==> src/rtl/imu_sensor_i2c_reg_bank_pkg.sv <==
// Shared constants for the IMU register bank: bus widths, status bit
// positions and the value returned for unmapped reads.
package imu_sensor_reg_pkg;

  localparam int DATA_W = 8;
  localparam int ADDR_W = 8;

  localparam int STAT_NEWDATA = 0;
  localparam int STAT_OVR     = 1;

  localparam logic [DATA_W-1:0] UNMAPPED_VALUE = 8'h00;

endpackage

==> src/rtl/imu_sensor_i2c_reg_bank_if.sv <==
// Byte-level register bus between the I2C slave engine (master side)
// and the register bank (slave side).
interface imu_sensor_i2c_reg_bank_if;
  import imu_sensor_reg_pkg::*;

  logic [ADDR_W-1:0] addr;
  logic [DATA_W-1:0] dataIn;
  logic              writeEn;
  logic              snapReq;
  logic [DATA_W-1:0] dataOut;

  modport master (output addr, output dataIn, output writeEn, output snapReq,
                  input dataOut);
  modport slave  (input addr, input dataIn, input writeEn, input snapReq,
                  output dataOut);

endinterface

==> src/rtl/imu_sensor_i2c_reg_bank_status.sv <==
// Sticky newData/overrun flags; a fresh sample always wins over a clear
// arriving in the same cycle.
module imu_sensor_reg_status
  import imu_sensor_reg_pkg::*;
(
  input  logic              clk,
  input  logic              rst,
  input  logic              data_valid,
  input  logic              snap_req,
  input  logic              clr_ovr,
  output logic [DATA_W-1:0] status
);

  logic new_data_q, new_data_d;
  logic ovr_q, ovr_d;

  // Clears are applied first so the later set assignments take priority.
  always_comb begin
    new_data_d = new_data_q;
    ovr_d      = ovr_q;
    if (clr_ovr) ovr_d = 1'b0;
    if (data_valid && new_data_q && !snap_req) ovr_d = 1'b1;
    if (snap_req) new_data_d = 1'b0;
    if (data_valid) new_data_d = 1'b1;
  end

  always_ff @(posedge clk) begin
    if (rst) begin
      new_data_q <= 1'b0;
      ovr_q      <= 1'b0;
    end else begin
      new_data_q <= new_data_d;
      ovr_q      <= ovr_d;
    end
  end

  always_comb begin
    status               = '0;
    status[STAT_NEWDATA] = new_data_q;
    status[STAT_OVR]     = ovr_q;
  end

endmodule

==> src/rtl/imu_sensor_i2c_reg_bank.sv <==
// Register bank for the IMU sensor emulator: RO sensor bytes, RW control
// bytes and a status byte. Define IMU_REG_SNAPSHOT_EN to add the shadow bank.
module imu_sensor_i2c_reg_bank
  import imu_sensor_reg_pkg::*;
#(
  parameter int                  NUM_RO  = 21,
  parameter int                  NUM_RW  = 4,
  parameter logic [8*NUM_RW-1:0] RW_INIT = '0
) (
  input  logic                     clk,
  input  logic                     rst,
  imu_sensor_i2c_reg_bank_if.slave bus,
  input  logic [8*NUM_RO-1:0]      roData,
  input  logic                     dataValid,
  output logic [8*NUM_RW-1:0]      rwData,
  output logic [NUM_RW-1:0]        rwWrPulse,
  output logic                     newData
);

  localparam int STATUS_ADDR = NUM_RO + NUM_RW;

  logic [8*NUM_RO-1:0] ro_src;
  logic [DATA_W-1:0]   status;
  logic [DATA_W-1:0]   read_next;
  logic [NUM_RW-1:0]   rw_hit;
  logic                status_hit;

`ifdef IMU_REG_SNAPSHOT_EN
  logic [8*NUM_RO-1:0] shadow;

  always_ff @(posedge clk) begin
    if (rst) shadow <= '0;
    else if (bus.snapReq) shadow <= roData;
  end

  assign ro_src = shadow;
`else
  assign ro_src = roData;
`endif

  assign status_hit = bus.writeEn && (bus.addr == ADDR_W'(STATUS_ADDR));

  imu_sensor_reg_status u_status (
    .clk        (clk),
    .rst        (rst),
    .data_valid (dataValid),
    .snap_req   (bus.snapReq),
    .clr_ovr    (status_hit && bus.dataIn[STAT_OVR]),
    .status     (status)
  );

  assign newData = status[STAT_NEWDATA];

  always_comb begin
    rw_hit = '0;
    for (int i = 0; i < NUM_RW; i++)
      rw_hit[i] = bus.writeEn && (bus.addr == ADDR_W'(NUM_RO + i));
  end

  // Pulses mirror the write hit one cycle later, so reset drops any pending one.
  always_ff @(posedge clk) begin
    if (rst) begin
      rwData    <= RW_INIT;
      rwWrPulse <= '0;
    end else begin
      rwWrPulse <= rw_hit;
      for (int i = 0; i < NUM_RW; i++)
        if (rw_hit[i]) rwData[8*i +: 8] <= bus.dataIn;
    end
  end

  always_comb begin
    read_next = UNMAPPED_VALUE;
    for (int i = 0; i < NUM_RO; i++)
      if (bus.addr == ADDR_W'(i)) read_next = ro_src[8*i +: 8];
    for (int i = 0; i < NUM_RW; i++)
      if (bus.addr == ADDR_W'(NUM_RO + i)) read_next = rwData[8*i +: 8];
    if (bus.addr == ADDR_W'(STATUS_ADDR)) read_next = status;
  end

  always_ff @(posedge clk) begin
    if (rst) bus.dataOut <= '0;
    else     bus.dataOut <= read_next;
  end

endmodule

==> src/flat_wrapper.sv <==
// flat-port wrapper written by rule: the top's interface ports become plain ports
module imu_sensor_i2c_reg_bank_flat import imu_sensor_reg_pkg::*;
#(
  parameter int                  NUM_RO  = 21,
  parameter int                  NUM_RW  = 4,
  parameter logic [8*NUM_RW-1:0] RW_INIT = '0
)
  (clk, rst, roData, dataValid, rwData, rwWrPulse, newData, bus_addr, bus_dataIn, bus_writeEn, bus_snapReq, bus_dataOut);
  imu_sensor_i2c_reg_bank_if bus_i ();
  input  logic clk;
  input  logic rst;
  input  logic [8*NUM_RO-1:0] roData;
  input  logic dataValid;
  output logic [8*NUM_RW-1:0] rwData;
  output logic [NUM_RW-1:0] rwWrPulse;
  output logic newData;
  input wire logic [$bits(bus_i.addr)-1:0] bus_addr;
  input wire logic [$bits(bus_i.dataIn)-1:0] bus_dataIn;
  input wire logic [$bits(bus_i.writeEn)-1:0] bus_writeEn;
  input wire logic [$bits(bus_i.snapReq)-1:0] bus_snapReq;
  output wire logic [$bits(bus_i.dataOut)-1:0] bus_dataOut;
  assign bus_i.addr = bus_addr;
  assign bus_i.dataIn = bus_dataIn;
  assign bus_i.writeEn = bus_writeEn;
  assign bus_i.snapReq = bus_snapReq;
  assign bus_dataOut = bus_i.dataOut;
  imu_sensor_i2c_reg_bank #(.NUM_RO(NUM_RO), .NUM_RW(NUM_RW), .RW_INIT(RW_INIT)) u_core (.clk(clk), .rst(rst), .bus(bus_i), .roData(roData), .dataValid(dataValid), .rwData(rwData), .rwWrPulse(rwWrPulse), .newData(newData));
endmodule
==> config.mk <==
export PLATFORM = sky130hd
export DESIGN_NAME = imu_sensor_i2c_reg_bank_flat
export DESIGN_NICKNAME = d
export VERILOG_FILES = /design/src/rtl/imu_sensor_i2c_reg_bank_pkg.sv /design/src/rtl/imu_sensor_i2c_reg_bank_if.sv /design/src/rtl/imu_sensor_i2c_reg_bank_status.sv /design/src/rtl/imu_sensor_i2c_reg_bank.sv /design/src/flat_wrapper.sv
export SDC_FILE = /design/constraint.sdc
export NUM_CORES = 1
export LEC_CHECK = 0
export BUFFER_PORTS_ARGS = -buffer_cell sky130_fd_sc_hd__buf_4
export CORE_MARGIN = 3
export CORE_UTILIZATION = 45
export CTS_CLUSTER_DIAMETER = 60
export DETAILED_ROUTE_END_ITERATION = 10
export PLACE_DENSITY = 0.91
export REMOVE_ABC_BUFFERS = 1
export SLEW_MARGIN = 25
export SYNTH_ARGS = -nofsm -noshare
export SYNTH_HDL_FRONTEND = slang
export SYNTH_HIERARCHICAL = 1
export SYNTH_SLANG_ARGS = --single-unit
==> constraint.sdc <==
create_clock -name clk -period 2.8 [get_ports clk]
set_clock_uncertainty 0.05 [all_clocks]
set_input_delay 0.56 -clock clk [delete_from_list [all_inputs] [get_ports clk]]
set_output_delay 0.56 -clock clk [all_outputs]
set_load 0.02 [all_outputs]
==> run metrics, run 1 <==
routed length per instance=22.1 um; CTS Buf Count=5; CTS Root Cell=clkbuf_8; DRT antenna net count=0; Area Overhead vs Synth=48.0%; endpoints failing setup=0; number of distinct library cells after synthesis=70; Post-synth EDFFs=0; share of cells above drive strength 1=0.423; Top FF cell, synth=dfxtp_1; die area=10300 um2; GPL Wtd Cong=0.971; Fin. Hold Viols=0; synth warn=6; worst hold slack=0.444 ns; largest net degree at the start of global routing=47; hold path cells=2; clock sinks=46; Worst Path Max Fanout=14; Via density=6.33; Port Buffers=233; Critical Path Most Common Cell=buf_4; Storage cell area=921 um2; Max H-tree Level=2; Max VDD drop=0.280 mV; Leak=roughly 2.8 nW; CP Class=in2reg; cts hold-fix bufs=0; RSZ-0062 raised after global routing=no; outcome=complete, no violations; PostCTS Resize Cnt=0; Crit path required time=slightly below 3 ns; setup_tns=0 ns; nets@finish=about 930; n_diodes=0; DP Wirelength=14700 um; FF-to-FF path depth=5; CTS Buffer Depth=2; core box area=8810 um2; clk slew on worst S/H paths=0.09 ns; FP Rows=34; Slew Limit Fails=0; share of flip-flops with an asynchronous set or reset=0; Clock Latency Late Sink=0.31 ns; period utilization=0.882; DRT iter0 DRCs=511; Chip Width=about 100 um; Multi-input gate area=2830 um2; fmax=405 MHz; synthesized area per cell=7.98 um2; final wirelength=18700 um; Total Power=1.85 mW; hold crit path type=reg2reg; largest stage delay on the critical path=0.55 ns; Ports=234; Starting Density=0.468; Final min period=2.47 ns; DRT Pass-1 Iters=5; Die Span Y=102 um; Post-Synthesis Cells=516; #FFs+latches synth=46; worst-path cell chain=buf_4 > or4b_1 > buf_4 > or2_1 > o22ai_1 > a21oi_1 > a211o_1 > and3_1; max-capacitance violation count=0; global route overflow=0; vias in the first global route=5227; Post-CTS Setup Inserts=0; Critical Path Sink Type=flop; detailed-route DRC error count=0; # fillers=around 710; CTS tree=done; GRT Total Usage=0.340; Post-Syn Area=just over 4000 um2; Slowest-stage cell, CP=or4b_1; first-pass GRT wire length=around 27000 um; via count=5372; Arrival @ worst endpoint=2.62 ns; Worst setup SP type=primary input; initial antenna violation count=0; pwr dens=between 300 and 400 nW/um2; Seq/Total Area, Yosys=0.224
where the power goes:
part           switching (mW)  internal [mW]  leakage (nW)
logic                   0.267          0.302          2.34
clock network           0.236          0.381        0.0714
registers             0.00409          0.660         0.371
synth_stat cells (all sizes together) (4+ instances only):
cell | count | area share
nor2 | 64 | 0.063
o31ai | 5 | 0.0091
nor2b | 8 | 0.012
nand3 | 17 | 0.022
nand2 | 28 | 0.026
nor3 | 19 | 0.026
a21oi | 38 | 0.046
a211oi | 10 | 0.019
or2 | 5 | 0.0076
o221ai | 10 | 0.021
o22ai | 12 | 0.018
nand2b | 9 | 0.014
mux2 | 12 | 0.033
buf | 40 | 0.070
nor4 | 9 | 0.014
a22oi | 4 | 0.0073
clkbuf | 17 | 0.015
mux4 | 9 | 0.049
mux2i | 48 | 0.12
o211ai | 7 | 0.013
dfxtp | 46 | 0.22
a31oi | 12 | 0.018
o21ai | 25 | 0.031
registers in the layout (all words and copies together) (netlist names):
register and flops:
u_core/u_status/new_data_q 1, u_core/u_status/ovr_q 1, u_core/rwData 32, u_core/bus.dataOut 8, u_core/rwWrPulse 4
routing by layer:
| metal | track usage | share of wire | up-vias |
|---|---|---|---|
| met4 | 0.150 | 0.044 | 0 |
| met2 | 0.566 | 0.48 | 389 |
| met5 | 0 | 0 | - |
| met3 | 0.0558 | 0.10 | 62 |
| li1 | - | - | 2403 |
| met1 | 0.432 | 0.37 | 2518 |
layout make-up:
type / count / share of cell area
clock inverter: 2 / 0.00985
inverter: 5 / 0.00308
multi-input combinational: 412 / 0.465
tap: 108 / 0.0222
sequential: 46 / 0.151
timing repair buffer: 269 / 0.335
clock buffer: 6 / 0.0135
cells by family after synthesis:
logic type	after synthesis	share of synthesized area
AO/OA/AOI/OAI	163	0.272
buffers and inverters	63	0.0927
flip-flops	46	0.224
multiplexers	69	0.199
other	1	0.000911
AND/OR/NAND/NOR	174	0.212
final timing paths:
path / startpoint / to / slack, ns
hold / removal: u_core/rwData[29] / u_core/rwData[29] / 0.44
setup reg to reg: u_core/rwData[1] / u_core/bus.dataOut[1] / 1.07
hold reg to reg: u_core/rwData[29] / u_core/rwData[29] / 0.44
setup / recovery: bus_addr[7] / u_core/bus.dataOut[2] / 0.33
critical path, delay by kind of cell:
kind / cells / cell delay, ns
simple gates: 3 / 1.08
buf+inv: 2 / 0.33
compound gates: 3 / 0.63
stage by stage:
step	utilization	instances	setup WS [ns]	instance area, um2
after floorplan	-	463	0.0283	3770
after global placement	0.676	840	0.0956	5950
after detailed placement	0.676	840	0.0559	5950
after CTS	0.692	848	0.387	6100
after global routing	0.692	848	0.224	6100
final	0.692	848	0.331	6100
layout by cell type, fill, tap and decap left out, types with 3 or more instances in the layout:
master / instances
conb_1: 6
a211o_1: 3
a221o_1: 3
nand2b_1: 9
nand3_1: 16
o221ai_1: 10
o22ai_1: 12
nor2b_1: 8
mux4_2: 9
a22oi_1: 4
nand2_1: 27
buf_4: 267
o21ai_0: 24
inv_1: 3
a211oi_1: 9
mux2i_1: 48
dfxtp_1: 46
nor4_1: 9
a21oi_1: 38
o211ai_1: 7
o31ai_1: 5
or2_2: 3
a311oi_1: 3
nor3_1: 17
o2bb2ai_1: 3
nand4_1: 3
a31oi_1: 12
mux2_2: 11
clkbuf_8: 6
nor2_1: 60
o2111ai_1: 3
o31a_1: 3
Note: power is estimated with default switching activity, not from simulation.
==> run 2: changes to the inputs <==
--- a/config.mk
+++ b/config.mk
@@ -5,12 +5,12 @@
 export SDC_FILE = /design/constraint.sdc
 export NUM_CORES = 1
 export LEC_CHECK = 0
-export BUFFER_PORTS_ARGS = -buffer_cell sky130_fd_sc_hd__buf_4
-export CORE_MARGIN = 3
-export CORE_UTILIZATION = 45
+export CORE_AREA = 3 3 88 90
 export CTS_CLUSTER_DIAMETER = 60
 export DETAILED_ROUTE_END_ITERATION = 10
-export PLACE_DENSITY = 0.91
+export DIE_AREA = 0 0 91 93
+export DONT_BUFFER_PORTS = 1
+export PLACE_DENSITY = 0.82
 export REMOVE_ABC_BUFFERS = 1
 export SLEW_MARGIN = 25
 export SYNTH_ARGS = -nofsm -noshare
==> run 2 against run 1 <==
Against the previous run:
- via count is 20% lower
- sequential share of layout area increased by 6.9 points
- clock-buffer cell count did not move
- sequential cell count unchanged
- cell count is 30% lower
- non-clock buffer count decreased by 246
- critical endpoint is now u_core/bus.dataOut[5]
==> run metrics, run 2 (same netlist as run 1, synthesis figures left out) <==
Area after DPL=4070 um2 (-32%); CTS Buffer Depth=2 (unchanged); commonest non-fill, non-tap cell in the layout=nor2_1; Most flops, register=u_core/rwData; R2R setup slack=0.90 ns (-0.17 ns); clock sinks=46 (unchanged); Chip Width=91 um (-10%); Worst setup SP type=primary input; Area Overhead vs Synth=1.58%; detailed-route DRC error count=0 (unchanged); net switching power=0.351 mW (-31%); period utilization=0.844 (-0.0378); CTS tree=done; fmax=423 MHz (+4.5%); Die Span Y=93 um (-8.5%); proportion of power drawn by combinational gates=0.169 (-0.139); Critical Path Sink Type=flop; routed length per instance=25.5 um (+15%); sequential power share=0.476 (+0.117); Ports=234 (unchanged); placed insts=585 (-30%); Layout Cell Area excl Fill=4180 um2 (-31%); die area=8460 um2 (-18%); fin cells=592 (-30%); Worst Path Max Fanout=8 (-6); Slew Limit Fails=0 (unchanged); max-capacitance violation count=0 (unchanged); CTS Root Cell=clkbuf_8; Crit path required time=2.94 ns (about the same); share of cells above drive strength 1=0.134 (-0.289); biggest regs=u_core/rwData (32), u_core/bus.dataOut (8), u_core/rwWrPulse (4); first-pass GRT wire length=22700 um (-16%); Max VDD drop=0.201 mV (-28%); CP Class=in2reg; cts hold-fix bufs=0 (unchanged); largest net degree at the start of global routing=94 (+100%); PostCTS Resize Cnt=0 (unchanged); initial antenna violation count=0 (unchanged); commonest cells after routing, fill and taps aside=nor2_1 (60), mux2i_1 (48), dfxtp_1 (46); clock group share of total power=0.355 (+0.021); Port Buffers=0 (-100%); R2R Path Start=u_core/rwData[1]; DRT antenna net count=0 (unchanged); setup_tns=0 ns (unchanged); GPL Wtd Cong=0.944 (-2.8%); nets@finish=682 (-27%); DP Wirelength=11200 um (-24%); DRT iter0 DRCs=430 (-16%); vias in the first global route=4065 (-22%); Switching Fraction=0.248 (-0.0259); RSZ-0062 raised after global routing=no; GRT Total Usage=0.337 (-0.00280); n_diodes=0 (unchanged); Leak=1.55 nW (-44%); Final min period=2.36 ns (-0.106 ns); Worst slew margin=0.518; Via density=7.23 (+14%); Clock Latency Late Sink=0.30 ns (about the same); core box area=7140 um2 (-19%); max FFs per register=32 (unchanged); CTS Buf Count=5 (unchanged); Max H-tree Level=2 (unchanged); # fillers=684 (-3.1%); Starting Density=0.577 (+0.109); Worst Tran Pin Value=slightly above 0.7 ns; clk slew on worst S/H paths=0.08 ns (about the same); Fin. Hold Viols=0 (unchanged); FF-to-FF path depth=5 (unchanged); via count=4282 (-20%); Finished Core Util=0.586 (-0.106); final wirelength=15100 um (-20%); endpoints failing setup=0 (unchanged); Setup crit start=bus_addr[7]; pwr dens=338 nW/um2 (+11%); crit path to=u_core/bus.dataOut[5]; hold crit path type=in2reg; outcome=complete, no violations; reg-to-reg critical path endpoint=u_core/bus.dataOut[1]; Post-CTS Setup Inserts=0 (unchanged); FP Rows=31 (-8.8%); Int Power=1.06 mW (-21%); Arrival @ worst endpoint=2.51 ns (-0.11 ns); global route overflow=0 (unchanged); DRT Pass-1 Iters=8 (+3)
## run 2: cell count changes in the layout (fill, tap and decap cells not counted), sizes merged
cell	change
bufinv	-1
buf	-246
## run 2: metrics by stage
stage / hold WS, ns / power (mW) / setup slack (ns)
after floorplan: 0.487 / 0.857 / 0.0283
after global placement: 0.517 / 0.918 / 0.180
after detailed placement: 0.525 / 0.919 / 0.153
after CTS: 0.262 / 1.41 / 0.461
after global routing: 0.250 / 1.47 / 0.321
final: 0.273 / 1.41 / 0.437
## run 2: routing by layer
metal / GRT usage / vias up / part of all wire
met4: 0.0892 / 0 / 0.016
met5: 0 / - / 0
li1: - / 1907 / -
met1: 0.459 / 2045 / 0.40
met2: 0.530 / 308 / 0.47
met3: 0.0893 / 22 / 0.11
## run 2: area by class of cell
type,instances,area [um2],share of cell area
multi-input combinational,412,2830,0.678
sequential,46,921,0.220
timing repair buffer,23,173,0.0413
tap,99,124,0.0296
clock buffer,6,82.6,0.0197
clock inverter,1,30.0,0.00718
inverter,5,18.8,0.00449
## run 2: power groups by stage
stage	combinational, mW	sequential [mW]	clock (mW)
4_1_cts	0.232	0.672	0.507
3_3_place_gp	0.230	0.688	0
6_report	0.239	0.672	0.502
2_1_floorplan	0.172	0.685	0
3_5_place_dp	0.231	0.688	0
5_1_grt	0.256	0.673	0.545
## run 2: worst max-delay path, cell delays in order
cell	delay, ns
or4b_1	0.72
o31ai_1	0.30
o221ai_1	0.20
and4_1	0.23
o31a_1	0.29
o221a_1	0.21
## run 2: worst min-delay path by stage
stage                            from           endpoint  slack (ns)  cells past startpoint
finish                            rst   u_core/rwData[0]        0.27                      1
global route                      rst  u_core/rwData[24]        0.25                      1
CTS                               rst  u_core/rwData[24]        0.26                      1
detailed placement  u_core/rwData[24]  u_core/rwData[24]        0.52                      2
global placement    u_core/rwData[26]  u_core/rwData[26]        0.52                      2
floorplan           u_core/rwData[28]  u_core/rwData[28]        0.49                      2
